--- config.mk ---
export PLATFORM = sky130hd
export DESIGN_NAME = fetch_queue
export DESIGN_NICKNAME = d
export VERILOG_FILES = /design/src/rtl/fetch_queue.sv
export SDC_FILE = /design/constraint.sdc
export NUM_CORES = 1
export LEC_CHECK = 0
export CAP_MARGIN = 30
export CELL_PAD_IN_SITES_DETAIL_PLACEMENT = 1
export CELL_PAD_IN_SITES_GLOBAL_PLACEMENT = 1
export CORE_MARGIN = 2
export CORE_UTILIZATION = 49
export DETAILED_ROUTE_END_ITERATION = 8
export PLACE_DENSITY = 0.84
export SLEW_MARGIN = 30
export SYNTH_ARGS = -nofsm -noshare
export SYNTH_HDL_FRONTEND = slang
export SYNTH_SLANG_ARGS = --single-unit
--- constraint.sdc ---
create_clock -name CLK -period 9.7 [get_ports CLK]
set_input_delay 1.94 -clock CLK [delete_from_list [all_inputs] [get_ports CLK]]
set_output_delay 1.94 -clock CLK [all_outputs]
set_load 0.02 [all_outputs]
--- src/rtl/fetch_queue.sv ---
`default_nettype none
// ============================================================================
//  Module   : fetch_queue
//  Purpose  : Instruction prefetch queue between the program counter /
//             instruction cache and the decode stage. Every icache hit for
//             the current fetch PC is captured as {instr, pc} and handed to
//             decode in order through a valid/ready handshake. The PC is
//             held back through enable_pc while the queue is full, and a
//             branch/jump flush discards all queued instructions.
//  Ports    :
//    CLK          in   clock, rising edge
//    RST          in   synchronous active-high reset
//    ihit         in   icache returns the instruction for imemaddr
//    imemaddr     in   current fetch PC
//    imemload     in   instruction word (valid with ihit)
//    flush        in   redirect, drop everything
//    deq_ready    in   decode accepts the head entry
//    enable_pc    out  program counter may advance on ihit
//    imemREN      out  instruction read request
//    instr_valid  out  head entry valid
//    instr        out  head instruction word
//    instr_pc     out  PC of head instruction
//    instr_npc    out  instr_pc + 4
//    count        out  number of occupied entries
//  Revision : 1.0  initial release
// ============================================================================
module fetch_queue #(
   parameter int DEPTH = 4
) (
   input  logic                       CLK,
   input  logic                       RST,
   input  logic                       ihit,
   input  logic [31:0]                imemaddr,
   input  logic [31:0]                imemload,
   input  logic                       flush,
   input  logic                       deq_ready,
   output logic                       enable_pc,
   output logic                       imemREN,
   output logic                       instr_valid,
   output logic [31:0]                instr,
   output logic [31:0]                instr_pc,
   output logic [31:0]                instr_npc,
   output logic [$clog2(DEPTH):0]     count
);

   localparam int AW = $clog2(DEPTH);
   localparam int CW = AW + 1;
   localparam logic [CW-1:0] C_DEPTH = CW'(DEPTH);
   localparam logic [AW-1:0] C_PTR_ONE = AW'(1);
   localparam logic [CW-1:0] C_CNT_ONE = CW'(1);

   // Storage is intentionally not reset; only pointers and count are.
   logic [31:0]   r_mem_instr [DEPTH];
   logic [31:0]   r_mem_pc    [DEPTH];

   logic [AW-1:0] r_rd_ptr;
   logic [AW-1:0] r_wr_ptr;
   logic [CW-1:0] r_count;

   logic          w_not_empty;
   logic          w_not_full;
   logic          w_pop;
   logic          w_push;
   logic          w_enable_pc;

   // ------------------------------------------------------------------------
   // Handshake decode
   // ------------------------------------------------------------------------
   assign w_not_empty = (r_count != '0);
   assign w_not_full  = (r_count < C_DEPTH);

   // A pop only happens on a valid head and never during a flush.
   assign w_pop       = deq_ready & w_not_empty & ~flush;

   // When full, a same-cycle pop frees a slot, so the PC may still advance.
   assign w_enable_pc = ~RST & ~flush & (w_not_full | w_pop);

   // enable_pc already folds in RST and flush, so push is blocked in both.
   assign w_push      = ihit & w_enable_pc;

   assign enable_pc   = w_enable_pc;
   assign imemREN     = ~RST & ~flush;

   // ------------------------------------------------------------------------
   // Pointers and occupancy
   // ------------------------------------------------------------------------
   always_ff @(posedge CLK) begin
      if (RST || flush) begin
         r_rd_ptr <= '0;
         r_wr_ptr <= '0;
         r_count  <= '0;
      end else begin
         if (w_push) begin
            r_wr_ptr <= r_wr_ptr + C_PTR_ONE;
         end
         if (w_pop) begin
            r_rd_ptr <= r_rd_ptr + C_PTR_ONE;
         end
         case ({w_push, w_pop})
            2'b10:   r_count <= r_count + C_CNT_ONE;
            2'b01:   r_count <= r_count - C_CNT_ONE;
            default: r_count <= r_count;
         endcase
      end
   end

   // ------------------------------------------------------------------------
   // Entry storage. On a full push+pop the write pointer equals the read
   // pointer; the write lands in the slot the pop is vacating this edge.
   // ------------------------------------------------------------------------
   always_ff @(posedge CLK) begin
      if (w_push) begin
         r_mem_instr[r_wr_ptr] <= imemload;
         r_mem_pc[r_wr_ptr]    <= imemaddr;
      end
   end

   // ------------------------------------------------------------------------
   // Head outputs: purely from state. An empty queue presents zeros so
   // downstream sees a clean instr_pc of 0 and instr_npc of 4.
   // ------------------------------------------------------------------------
   always_comb begin
      instr    = 32'd0;
      instr_pc = 32'd0;
      if (w_not_empty) begin
         instr    = r_mem_instr[r_rd_ptr];
         instr_pc = r_mem_pc[r_rd_ptr];
      end
   end

   // 32-bit wrap-around: 0xFFFFFFFC + 4 yields 0.
   assign instr_npc   = instr_pc + 32'd4;
   assign instr_valid = w_not_empty;
   assign count       = r_count;

endmodule
`default_nettype wire

* Word level (Yosys, flattened, before mapping)
Memories as Yosys holds them, arrays and structs flattened. A register that Yosys moved wholly into a read port is not among the register bits.
Cells that the tools add are included.
** Storage, ports and cells
- Bits in registers :: 7
- Latch bits :: 0
- RAM bits :: 256
- Memory bits (read-only) :: 0
- Input port bits :: 69
- Output and inout port bits :: 102
- Logic and storage cells :: 33
- Memories :: 2
** Operators by class
- Add/subtract/negate cells :: 5
- $mul :: 0
- Divide/modulo/power cells :: 0
- Order comparisons :: 1
- Equal/unequal tests :: 2
- Shift operators :: 0
- Mux-type cells :: 9
- Bitwise logic cells :: 8
- Reductions and logical operators :: 3
** Memory list
- r_mem_instr :: words 4, width 32, read ports 1, clocked after Yosys merged registers in 1, write ports 1, line 53 : logic [31:0] r_mem_instr [DEPTH];
- r_mem_pc :: words 4, width 32, read ports 1, clocked after Yosys merged registers in 1, write ports 1, line 54 : logic [31:0] r_mem_pc [DEPTH];
** Operators with widths (number)
- $mux 32 :: 2
- $add 32x3->32 const B :: 1
- $mux 2 :: 4
- $pmux 3 s2 :: 1
- $and 1x1->1 :: 5
- $add 2x1->2 const B :: 2
- $add 3x1->3 const B :: 1
- $lt 3x3->1 const B :: 1
- $reduce_bool 3->1 :: 1
- $sub 3x1->3 const B :: 1
- $eq 2x1->1 const B :: 1
- $eq 2x2->1 const B :: 1
- $mux 1 :: 2
- $not 1->1 :: 2
- $reduce_bool 2->1 :: 1
- $logic_or 1x1->1 :: 1
- $or 1x1->1 :: 1

* Logic depth before layout (Yosys ltp)
Gate-level depths: netlist (run 1).
- Word-level depth :: 8
- Gate-level depth with buffers :: 12
- Depth with buffers taken out :: 10

* Least setup slack after synthesis (run 1)
OpenSTA, ideal clock, no wires.
- Path kind :: reg2out
- Start :: register r_count[2], in the netlist count[2]
- End :: output port instr_npc[18]
- Arrival time :: 3.340 ns
- Data required time :: 7.760 ns
- Path slack :: 4.420 ns
- Cell stages (with the launch flop) :: 13
- Buffers on the path :: 2
- Cells stage by stage :: dfxtp_1 -> nor3_1 -> inv_1 -> clkbuf_1 -> clkbuf_1 -> nand2_1 -> inv_1 -> ha_1 -> and2_1 -> o211ai_1 -> nor4_4 -> nand3_1 -> xnor2_1
** Between the ends
- Longest elaborated chain between the ends :: 3
** RTL lines
- start: declaration :: line 58 : logic [CW-1:0] r_count;
- start signal: assignment :: line 100 : 2'b10: r_count <= r_count + C_CNT_ONE;
- start signal: assignment :: line 101 : 2'b01: r_count <= r_count - C_CNT_ONE;
- start signal: assignment :: line 102 : default: r_count <= r_count;
- $reduce_bool 3->1 :: line 69 : assign w_not_empty = (r_count != '0);
- named net instr_valid :: line 39 : output logic instr_valid,
- $mux 32 :: line 125 : if (w_not_empty) begin
- named net instr_pc[2] :: line 41 : output logic [31:0] instr_pc,
- $add 32x3->32 :: line 132 : assign instr_npc = instr_pc + 32'd4;
- end: declaration :: line 42 : output logic [31:0] instr_npc,
The timed path passes the listed nets, and every way through them passes these cells.

==> key figures, run 1 <==
Timing
  • TNS Setup: 0 ns
  • RSZ-0062 raised after global routing: no
  • Final Cycle Share: 70.7%
  • Fin. Hold Viols: 0
  • Clk_skew: 0.0228 ns
  • Worst Tran Pin Value: 0.826 ns
  • Max Slew Vio Count: 0
  • PnR worst setup slack: 2.84 ns
  • Achievable Freq: 0.146 GHz
  • Final min period: 6.86 ns
  • Slew HR: 44.7%
  • Setup violators final: 0

Floorplan
  • Die H: 154 um
  • # rows: 54
  • Core area: 22000 um2
  • Die W: 154 um
  • I/O Pins: 171
  • Initial Utilization: 50.4%
  • Die area: 23800 um2

Critical path
  • Worst R2R Setup Slack: 7.34 ns
  • Worst r2r path cells: 8
  • CP required: 7.76 ns
  • Crit end category: primary output
  • Startpoint types: register
  • WP data arrival: 4.92 ns
  • Reg2reg start: count[0]
  • CP Class: register to primary output
  • R2R Path End: count[2]
  • Worst-path maximum fanout: 47

Drt
  • # DRC: 0
  • Routed len/inst: 24.1 um
  • Final wirelength: 26.3 mm
  • Via Count: 6245
  • TritonRoute pass-1 iters: 4
  • Initial drt markers: 341
  • Via density: 5.71
  • Final ANT Viol Nets: 0

GRT
  • GRT overflow: 0
  • Gr usage total: 22.5%
  • Vias in the first global route: 6994
  • Largest net degree at the start of global routing: 65
  • Initial antenna violation count: 5
  • First-pass GRT wire length: 40.6 mm

Synth
  • Biggest area consumer among synthesized cells: edfxtp_1
  • Asr flop ratio synth: 0%
  • Ys flop type: edfxtp_1
  • Syn Area/Cell: 18.0 um2
  • Count leader, synth: edfxtp_1
  • Post-synth EDFFs: 256
  • Seq/Total Area, Yosys: 71.2%
  • Mapped cell area: 11100 um2
  • Register bit count reported by yosys: 265
  • Synth warn: 0
  • Synth top cells by count: 256 x edfxtp_1, 59 x and2_1, 49 x mux4_2, 23 x nand2_1, 23 x nand3_1
  • Syn nets: 690
  • Synth unique cells: 42
  • Synth top area cells: edfxtp_1 70%, mux4_2 10%, and2_1 3.3%
  • Yosys top cell area share: 69.5%
  • Post-Synthesis Cells: 614

Clock tree
  • Clock sink count: 265
  • Total setup buffers inserted after CTS: 0
  • TritonCTS clock tree: built
  • CTS clk-pin slew, worst paths: 0.06 ns
  • H-tree depth: 1
  • Clk_lat worst skew: 0.55 ns
  • Post-CTS sizing: 0
  • Cts bufs inserted: 27
  • CTS Buffer Depth: 3
  • Root Buffer: clkbuf_16
  • Hold buffer count at cts: 0

Pwr
  • P_leak: 4.49 nW
  • Pwr per Cell Area: 173 nW/um2
  • Peak VDD IR: 0.173 mV

Worst hold path
  • Hold Path Class: register to register
  • HP Start: r_rd_ptr[0]
  • Hold path depth: 2

Placed design
  • Gpl congestion: 0.807
  • HPWL Detailed: 16.9 mm
  • PortBufs: 170
  • Placed cell area: 13100 um2
  • Post-Place Setup Slack: 3.36 ns

Cells and area
  • Fin nets: 866
  • Design Area, Final: 14000 um2
  • P&R area growth vs syn: 26.9%
  • Proportion of layout cells with a drive suffix above 1: 14.7%
  • Layout fillers: 1906

Run status
  • Status: completed

Flow run
  • Max-cap violations: 0
==> worst max path at each step <==
| stage | end | startpoint | depth (start not counted) |
|---|---|---|---|
| 6_report | instr_npc[18] | register | 11 |
| 5_1_grt | instr_npc[24] | register | 11 |
| 4_1_cts | instr_npc[18] | register | 11 |
| 3_5_place_dp | instr_npc[18] | register | 11 |
| 3_3_place_gp | instr_npc[31] | register | 8 |
| 2_1_floorplan | instr_npc[18] | count[2] | 12 |
==> flip-flops by register name (all words and copies together) (netlist names), named ones only <==
name and flops:
r_mem_instr 128, r_mem_pc 128, count 3, r_rd_ptr 2
r_wr_ptr 2
==> kinds of logic (layout without fill, tap and decap cells) <==
group                      Yosys count  after routing  share of synthesized area [%]
DFF                                265            265                           71.2
AOI/OAI and AO/OA                   25             25                           1.38
other                                0              3                              0
muxes                               74             74                           13.6
adders and majority gates            7              7                          0.860
xor gates and xnor gates            33             33                           2.61
and+or+nand+nor                    161            161                           8.35
buffers and inverters               49            246                           2.01
==> through the flow <==
stage | utilization, % | hold slack [ns] | cells | total power, mW
5_1_grt | 63.9 | 0.607 | 1093 | 2.48
3_5_place_dp | 59.5 | 0.533 | 1039 | 1.39
6_report | 63.9 | 0.549 | 1094 | 2.42
3_3_place_gp | 59.2 | 0.508 | 1036 | 1.39
2_1_floorplan | - | 0.485 | 614 | 1.33
4_1_cts | 63.6 | 0.551 | 1089 | 2.44
==> critical path: stages, from the launching register on <==
cell and delay, ns:
dfxtp_4 0.89, buf_4 0.60, mux4_2 0.38, nand2_1 0.10, inv_1 0.14, ha_1 0.25, and2_1 0.18, o211ai_1 0.27
nor4_4 0.54, nand3_1 0.16, xnor2_1 0.18, clkdlybuf4s50_1 0.63
==> cells in the final DEF, fill, tap and decap left out, drive strengths merged, types with 9 or more instances in the layout <==
| cell | count |
|---|---|
| edfxtp | 256 |
| clkdlybuf4s50 | 170 |
| and2 | 59 |
| mux4 | 58 |
| clkbuf | 31 |
| nand2 | 24 |
| nand3 | 23 |
| nor2 | 21 |
| xnor2 | 20 |
| inv | 19 |
| xor2 | 13 |
| mux2i | 11 |
| nor3 | 10 |
| clkinv | 10 |
| dfxtp | 9 |
==> layer usage <==
metal	global-route usage (%)	share of wire [%]	vias up
met5	0	0	-
met4	7.61	2.9	0
met3	4.74	6.6	50
met2	39.5	50	222
met1	27.8	40	3222
li1	-	-	2751
==> area by class of cell <==
type,instances,area (um2),area share [%]
antenna,3,7.51,0.0535
clock buffer,31,691,4.92
clock inverter,19,213,1.52
inverter,18,67.6,0.481
multi-input combinational,300,3000,21.4
sequential,265,7880,56.1
tap,280,350,2.50
timing repair buffer,178,1830,13.1
==> power by group <==
group | total [mW] | internal [mW] | switching [mW]
Sequential | 1.27 | 1.26 | 0.00362
Clock | 1.05 | 0.620 | 0.432
Combinational | 0.103 | 0.0515 | 0.0511
Total | 2.42 | 1.94 | 0.486
Note: power is estimated with default switching activity, not from simulation.
==> run 2: changes to the inputs <==
--- a/config.mk
+++ b/config.mk
@@ -9,9 +9,9 @@
 export CELL_PAD_IN_SITES_DETAIL_PLACEMENT = 1
 export CELL_PAD_IN_SITES_GLOBAL_PLACEMENT = 1
 export CORE_MARGIN = 2
-export CORE_UTILIZATION = 49
+export CORE_UTILIZATION = 41
 export DETAILED_ROUTE_END_ITERATION = 8
-export PLACE_DENSITY = 0.84
+export PLACE_DENSITY = 0.75
 export SLEW_MARGIN = 30
 export SYNTH_ARGS = -nofsm -noshare
 export SYNTH_HDL_FRONTEND = slang
==> constraint.sdc (replaced) <==
create_clock -name CLK -period 5.7 [get_ports CLK]
set_input_delay 1.14 -clock CLK [delete_from_list [all_inputs] [get_ports CLK]]
set_output_delay 1.14 -clock CLK [all_outputs]
set_load 0.02 [all_outputs]
==> key figures, run 2 (synthesis results as in run 1) <==
Run status
  • Status: completed (unchanged)

Timing
  • Slew HR: 45.6% (was 44.7%)
  • Achievable Freq: 0.188 GHz
  • Final min period: 5.32 ns
  • Final Cycle Share: 93.3%
  • Fin. Hold Viols: 0 (unchanged)
  • Max Slew Vio Count: 0 (unchanged)
  • RSZ-0062 raised after global routing: no (unchanged)
  • TNS Setup: 0 ns (unchanged)
  • Worst Tran Pin Value: 0.812 ns (was 0.826 ns)
  • Setup violators final: 0 (unchanged)
  • Clk_skew: 0.0177 ns (was 0.0228 ns)

GRT
  • Largest net degree at the start of global routing: 40 (was 65)
  • First-pass GRT wire length: 40.7 mm (was 40.6 mm)
  • GRT overflow: 0 (unchanged)
  • Vias in the first global route: 6855 (was 6994)
  • Gr usage total: 18.9% (was 22.5%)
  • Initial antenna violation count: 5 (unchanged)

Critical path
  • Worst R2R Setup Slack: 3.30 ns (was 7.34 ns)
  • Slowest cell on the critical path: clkdlybuf4s50_1 (was dfxtp_4)
  • Worst r2r path cells: 9 (was 8)
  • CP top delay family: simple AND/OR/NAND/NOR gates (was buffers and inverters)
  • Worst-path maximum fanout: 39 (was 47)
  • Reg2reg start: count[2] (was count[0])
  • R2R Path End: count[2] (unchanged)
  • Critical Path, Cell by Cell: buf_4 > mux4_1 > nand2_1 > or4_4 > nor4_1 > nand4_1 > xnor2_1 > clkdlybuf4s50_1 (was buf_4 > mux4_2 > nand2_1 > inv_1 > ha_1 > and2_1 > o211ai_1 > nor4_4 > nand3_1 > xnor2_1 > clkdlybuf4s50_1)
  • CP Class: register to primary output (unchanged)
  • Crit-path max cell delay: 0.64 ns (was 0.89 ns)
  • Crit path buf inv count: 2 (was 3)
  • Crit end category: primary output (unchanged)
  • WP data arrival: 4.18 ns (was 4.92 ns)
  • CP required: 4.56 ns (was 7.76 ns)
  • Startpoint types: register (unchanged)

Drt
  • Via density: 5.31 (was 5.71)
  • TritonRoute pass-1 iters: 4 (unchanged)
  • Initial drt markers: 326 (was 341)
  • Via Count: 6152 (was 6245)
  • # DRC: 0 (unchanged)
  • Routed len/inst: 22.7 um (was 24.1 um)
  • Final ANT Viol Nets: 0 (unchanged)
  • Final wirelength: 26.3 mm (about the same)

Cells and area
  • Proportion of layout cells with a drive suffix above 1: 14.8% (was 14.7%)
  • Most frequent cells in the layout: 256 x edfxtp_1, 170 x clkdlybuf4s50_1, 59 x and2_1 (unchanged)
  • Layout fillers: 2474 (was 1906)
  • P&R area growth vs syn: 27.4% (was 26.9%)
  • Commonest non-fill, non-tap cell in the layout: edfxtp_1 (unchanged)
  • Fin nets: 871 (was 866)

Pwr
  • Pwr per Cell Area: 287 nW/um2 (was 173 nW/um2)
  • Power Total: 4.04 mW (was 2.42 mW)
  • Peak VDD IR: 0.220 mV (was 0.173 mV)
  • P_leak: 4.50 nW (was 4.49 nW)

Clock tree
  • Cts bufs inserted: 29 (was 27)
  • Root Buffer: clkbuf_16 (unchanged)
  • Clock sink count: 265 (unchanged)
  • Post-CTS sizing: 0 (unchanged)
  • Clk_lat worst skew: 0.54 ns (was 0.55 ns)
  • CTS clk-pin slew, worst paths: 0.06 ns (about the same)
  • TritonCTS clock tree: built (unchanged)
  • Total setup buffers inserted after CTS: 0 (unchanged)
  • Hold buffer count at cts: 0 (unchanged)
  • CTS Buffer Depth: 3 (unchanged)
  • H-tree depth: 1 (unchanged)

Floorplan
  • Die H: 168 um (was 154 um)
  • Die W: 168 um (was 154 um)
  • # rows: 60 (was 54)
  • Initial Utilization: 41.4% (was 50.4%)
  • Die area: 28300 um2 (was 23800 um2)
  • Core area: 26700 um2 (was 22000 um2)
  • I/O Pins: 171 (unchanged)

Placed design
  • PortBufs: 170 (unchanged)
  • Gpl congestion: 0.787 (was 0.807)
  • HPWL Detailed: 17.7 mm (was 16.9 mm)

Flow run
  • Max-cap violations: 0 (unchanged)

Worst hold path
  • HP Start: r_rd_ptr[1] (was r_rd_ptr[0])
  • Hold Path Class: register to register (unchanged)
  • Hold path depth: 2 (unchanged)
[run 2: cell count changes in the layout (fill, tap and decap cells not counted), sizes merged]
| cell | delta |
|---|---|
| clkbuf | +5 |
| buf | +3 |
| bufinv | -3 |
| clkinv | +3 |
| clkinvlp | -2 |
| diode | -2 |
[run 2: worst max path at each step]
stage	start	to	slack, ns	cells past startpoint
4_1_cts	register	instr_npc[30]	0.31	8
3_5_place_dp	register	instr_npc[30]	0.88	8
3_3_place_gp	register	instr_npc[18]	0.94	10
5_1_grt	register	instr_npc[31]	0.05	8
2_1_floorplan	count[2]	instr_npc[18]	1.22	12
6_report	register	instr_npc[31]	0.38	8
[run 2: stage by stage]
step           setup WS, ns  util, %  area (um2)  hold slack (ns)  std cells
2_1_floorplan          1.22        -       11100            0.485        614
3_3_place_gp          0.937     49.1       13100            0.513       1101
3_5_place_dp          0.884     49.4       13200            0.534       1105
4_1_cts               0.307     52.7       14100            0.547       1158
5_1_grt              0.0539     52.7       14100            0.587       1158
6_report              0.379     52.7       14100            0.541       1159
[run 2: layout make-up]
class | count | area (um2) | share of cell area, %
Antenna cell | 1 | 2.50 | 0.0178
Clock buffer | 36 | 752 | 5.34
Clock inverter | 17 | 118 | 0.835
Inverter | 18 | 67.6 | 0.480
Multi-Input combinational cell | 300 | 2990 | 21.2
Sequential cell | 265 | 7880 | 55.9
Tap cell | 341 | 427 | 3.03
Timing Repair Buffer | 181 | 1850 | 13.1
[run 2: metal layers]
| layer | up-vias | track usage (%) | share of wire [%] |
|---|---|---|---|
| met5 | - | 0 | 0.17 |
| met1 | 3104 | 23.8 | 40 |
| met3 | 69 | 4.56 | 7.5 |
| met2 | 220 | 32.5 | 49 |
| li1 | 2753 | - | - |
| met4 | 6 | 5.88 | 2.4 |
[run 2: worst register-to-register path: stages (launching register included)]
cell and delay, ns:
dfxtp_1 0.41, nor3_2 0.07, buf_4 0.20, nor3_1 0.36, ha_1 0.26, inv_1 0.06, fa_1 0.37, xor2_1 0.16
or3_1 0.30, a21oi_1 0.14
[run 2: report_power, final]
group,total [mW],leakage [nW],switching (mW),internal (mW)
clock network,1.70,0.419,0.726,0.978
logic,0.175,1.69,0.0872,0.0881
registers,2.16,2.39,0.00580,2.15
total,4.04,4.50,0.819,3.22
==> run 3: changes to the inputs <==
--- a/config.mk
+++ b/config.mk
@@ -12,6 +12,7 @@
 export CORE_UTILIZATION = 41
 export DETAILED_ROUTE_END_ITERATION = 8
 export PLACE_DENSITY = 0.75
+export REMOVE_ABC_BUFFERS = 1
 export SLEW_MARGIN = 30
 export SYNTH_ARGS = -nofsm -noshare
 export SYNTH_HDL_FRONTEND = slang
==> constraint.sdc (replaced) <==
create_clock -name CLK -period 4.5 [get_ports CLK]
set_input_delay 0.9 -clock CLK [delete_from_list [all_inputs] [get_ports CLK]]
set_output_delay 0.9 -clock CLK [all_outputs]
set_load 0.02 [all_outputs]
==> key figures, run 3 (synthesis results as in run 1) <==
Run status
  • Status: completed (unchanged)

Timing
  • Clk_skew: 0.0181 ns (was 0.0177 ns)
  • PnR worst setup slack: 0.0958 ns (was 0.379 ns)
  • TNS Setup: 0 ns (unchanged)
  • RSZ-0062 raised after global routing: no (unchanged)
  • Fin. Hold Viols: 0 (unchanged)
  • Setup violators final: 0 (unchanged)
  • Slew HR: 57.6% (was 45.6%)
  • Max Slew Vio Count: 0 (unchanged)
  • Fin Hold WS: 0.556 ns (was 0.541 ns)
  • Final Cycle Share: 97.9%
  • Final min period: 4.40 ns
  • Achievable Freq: 0.227 GHz
  • Worst Tran Pin Value: 0.630 ns (was 0.812 ns)

Drt
  • Final ANT Viol Nets: 0 (unchanged)
  • # DRC: 0 (unchanged)
  • Initial drt markers: 381 (was 326)
  • TritonRoute pass-1 iters: 4 (unchanged)
  • Via density: 5.29 (was 5.31)
  • Routed len/inst: 23.1 um (was 22.7 um)
  • Via Count: 6241 (was 6152)
  • Final wirelength: 27.3 mm (was 26.3 mm)

Pwr
  • Pwr per Cell Area: 353 nW/um2 (was 287 nW/um2)
  • P_leak: 4.74 nW (was 4.50 nW)
  • Switching power: 1.02 mW (was 0.819 mW)
  • Int Pwr: 3.99 mW (was 3.22 mW)
  • Logic pwr share: 4.5% (was 4.3%)
  • Sw frac: 20.3% (about the same)
  • Peak VDD IR: 0.289 mV (was 0.220 mV)
  • Clock power frac: 41.0% (was 42.2%)
  • Register share of total power: 54.5% (was 53.4%)

Cells and area
  • P&R area growth vs syn: 28.5% (was 27.4%)
  • Fin nets: 888 (was 871)
  • Proportion of layout cells with a drive suffix above 1: 16.6% (was 14.8%)
  • Most frequent cells in the layout: 256 x edfxtp_1, 157 x clkdlybuf4s50_1, 59 x and2_1 (was 256 x edfxtp_1, 170 x clkdlybuf4s50_1, 59 x and2_1)
  • Layout fillers: 2483 (was 2474)
  • Sequential Area: 7880 um2 (unchanged)
  • Multi-input gate area: 3000 um2 (was 2990 um2)
  • Commonest non-fill, non-tap cell in the layout: edfxtp_1 (unchanged)

Floorplan
  • Die H: 168 um (unchanged)
  • I/O Pins: 171 (unchanged)
  • # rows: 60 (unchanged)
  • Initial Utilization: 41.4% (unchanged)
  • Die W: 168 um (unchanged)
  • Die area: 28300 um2 (unchanged)
  • Core area: 26700 um2 (unchanged)

Placed design
  • Gpl congestion: 0.772 (was 0.787)
  • Post-Place Setup Slack: 0.336 ns (was 0.884 ns)
  • HPWL Detailed: 18.2 mm (was 17.7 mm)
  • PortBufs: 170 (unchanged)

Critical path
  • Crit-path max cell delay: 0.63 ns (was 0.64 ns)
  • CP Class: register to primary output (unchanged)
  • CP required: 3.60 ns (was 4.56 ns)
  • WP data arrival: 3.50 ns (was 4.18 ns)
  • Slowest cell on the critical path: clkdlybuf4s50_1 (unchanged)
  • CP top delay family: simple AND/OR/NAND/NOR gates (unchanged)
  • Startpoint types: register (unchanged)
  • CP Depth: 8 (unchanged)
  • Worst-path maximum fanout: 11 (was 39)
  • Crit path buf inv count: 2 (unchanged)
  • Critical Path, Cell by Cell: buf_4 > mux4_1 > nand2_1 > or4_4 > nor3_4 > nand3_1 > xnor2_1 > clkdlybuf4s50_1 (was buf_4 > mux4_1 > nand2_1 > or4_4 > nor4_1 > nand4_1 > xnor2_1 > clkdlybuf4s50_1)
  • Worst r2r path cells: 9 (unchanged)
  • Crit end category: primary output (unchanged)

Clock tree
  • CTS clk-pin slew, worst paths: 0.06 ns (about the same)
  • CTS Buffer Depth: 3 (unchanged)
  • Cts bufs inserted: 27 (was 29)
  • Clk_lat worst skew: 0.54 ns (about the same)
  • TritonCTS clock tree: built (unchanged)
  • Root Buffer: clkbuf_16 (unchanged)
  • H-tree depth: 1 (unchanged)
  • Clock sink count: 265 (unchanged)

GRT
  • Initial antenna violation count: 7 (was 5)
  • Largest net degree at the start of global routing: 65 (was 40)
  • GRT overflow: 0 (unchanged)
  • Gr usage total: 19.4% (was 18.9%)
  • First-pass GRT wire length: 42.2 mm (was 40.7 mm)
  • Vias in the first global route: 7021 (was 6855)

Worst hold path
  • Hold path depth: 2 (unchanged)
  • Hold Path Class: register to register (unchanged)

Flow run
  • Max-cap violations: 0 (unchanged)
==> run 3: power by group through the flow <==
stage	combinational (mW)	sequential, mW	clock [mW]
detailed placement	0.225	2.78	0
CTS	0.226	2.73	2.10
finish	0.224	2.73	2.05
global placement	0.217	2.78	0
floorplan	0.0774	2.79	0
global route	0.241	2.73	2.19
==> run 3: worst paths after layout <==
kind | start | endpoint | slack (ns)
max | register | instr_npc[29] | 0.1
min | r_rd_ptr[0] | r_rd_ptr[0] | 0.56
max reg2reg | count[2] | count[2] | 2.02
min reg2reg | r_rd_ptr[0] | r_rd_ptr[0] | 0.56
==> run 3: through the flow <==
stage,area (um2),total power [mW],std cells,utilization [%]
2_1_floorplan,10900,2.86,583,-
3_3_place_gp,13300,3.00,1114,49.7
3_5_place_dp,13300,3.01,1114,49.7
4_1_cts,14100,5.06,1172,52.9
5_1_grt,14200,5.16,1176,53.1
6_report,14200,5.01,1179,53.1
==> run 3: timing repair <==
| item | in CTS | in global routing |
|---|---|---|
| hold buffers | 0 | 0 |
| gates cloned | 0 | 0 |
| buffers inserted | 8 | 2 |
| gates resized for setup | 11 | 11 |
| endpoints found under the setup margin | 20 | 13 |
| pin swaps | 2 | 0 |
| hold endpoints to repair | 0 | 0 |
==> run 3: metal layers <==
| metal | up-vias | GRT usage (%) | part of all wire [%] |
|---|---|---|---|
| met1 | 3177 | 25.8 | 43 |
| met5 | - | 0 | 0.051 |
| li1 | 2799 | - | - |
| met3 | 43 | 4.37 | 6.9 |
| met4 | 2 | 6.00 | 2.0 |
| met2 | 220 | 32.1 | 49 |
==> run 3: worst reg2reg max path, delay by kind of cell (launching register included) <==
kind                     cells  cell delay [ns]
AND/OR/NAND/NOR              3             0.75
buffers and inverters        2             0.26
XOR/XNOR                     1             0.17
AO/OA/AOI/OAI                1             0.16
adder cells (fa/ha/maj)      2             0.65
flip-flops                   1             0.42
==> run 3: final cells by class <==
class | count | share of cell area (%)
inverter | 18 | 0.476
multi-input combinational | 300 | 21.1
clock inverter | 18 | 0.749
tap | 341 | 3.00
timing repair buffer | 200 | 14.2
antenna | 5 | 0.0881
sequential | 265 | 55.4
clock buffer | 32 | 4.89
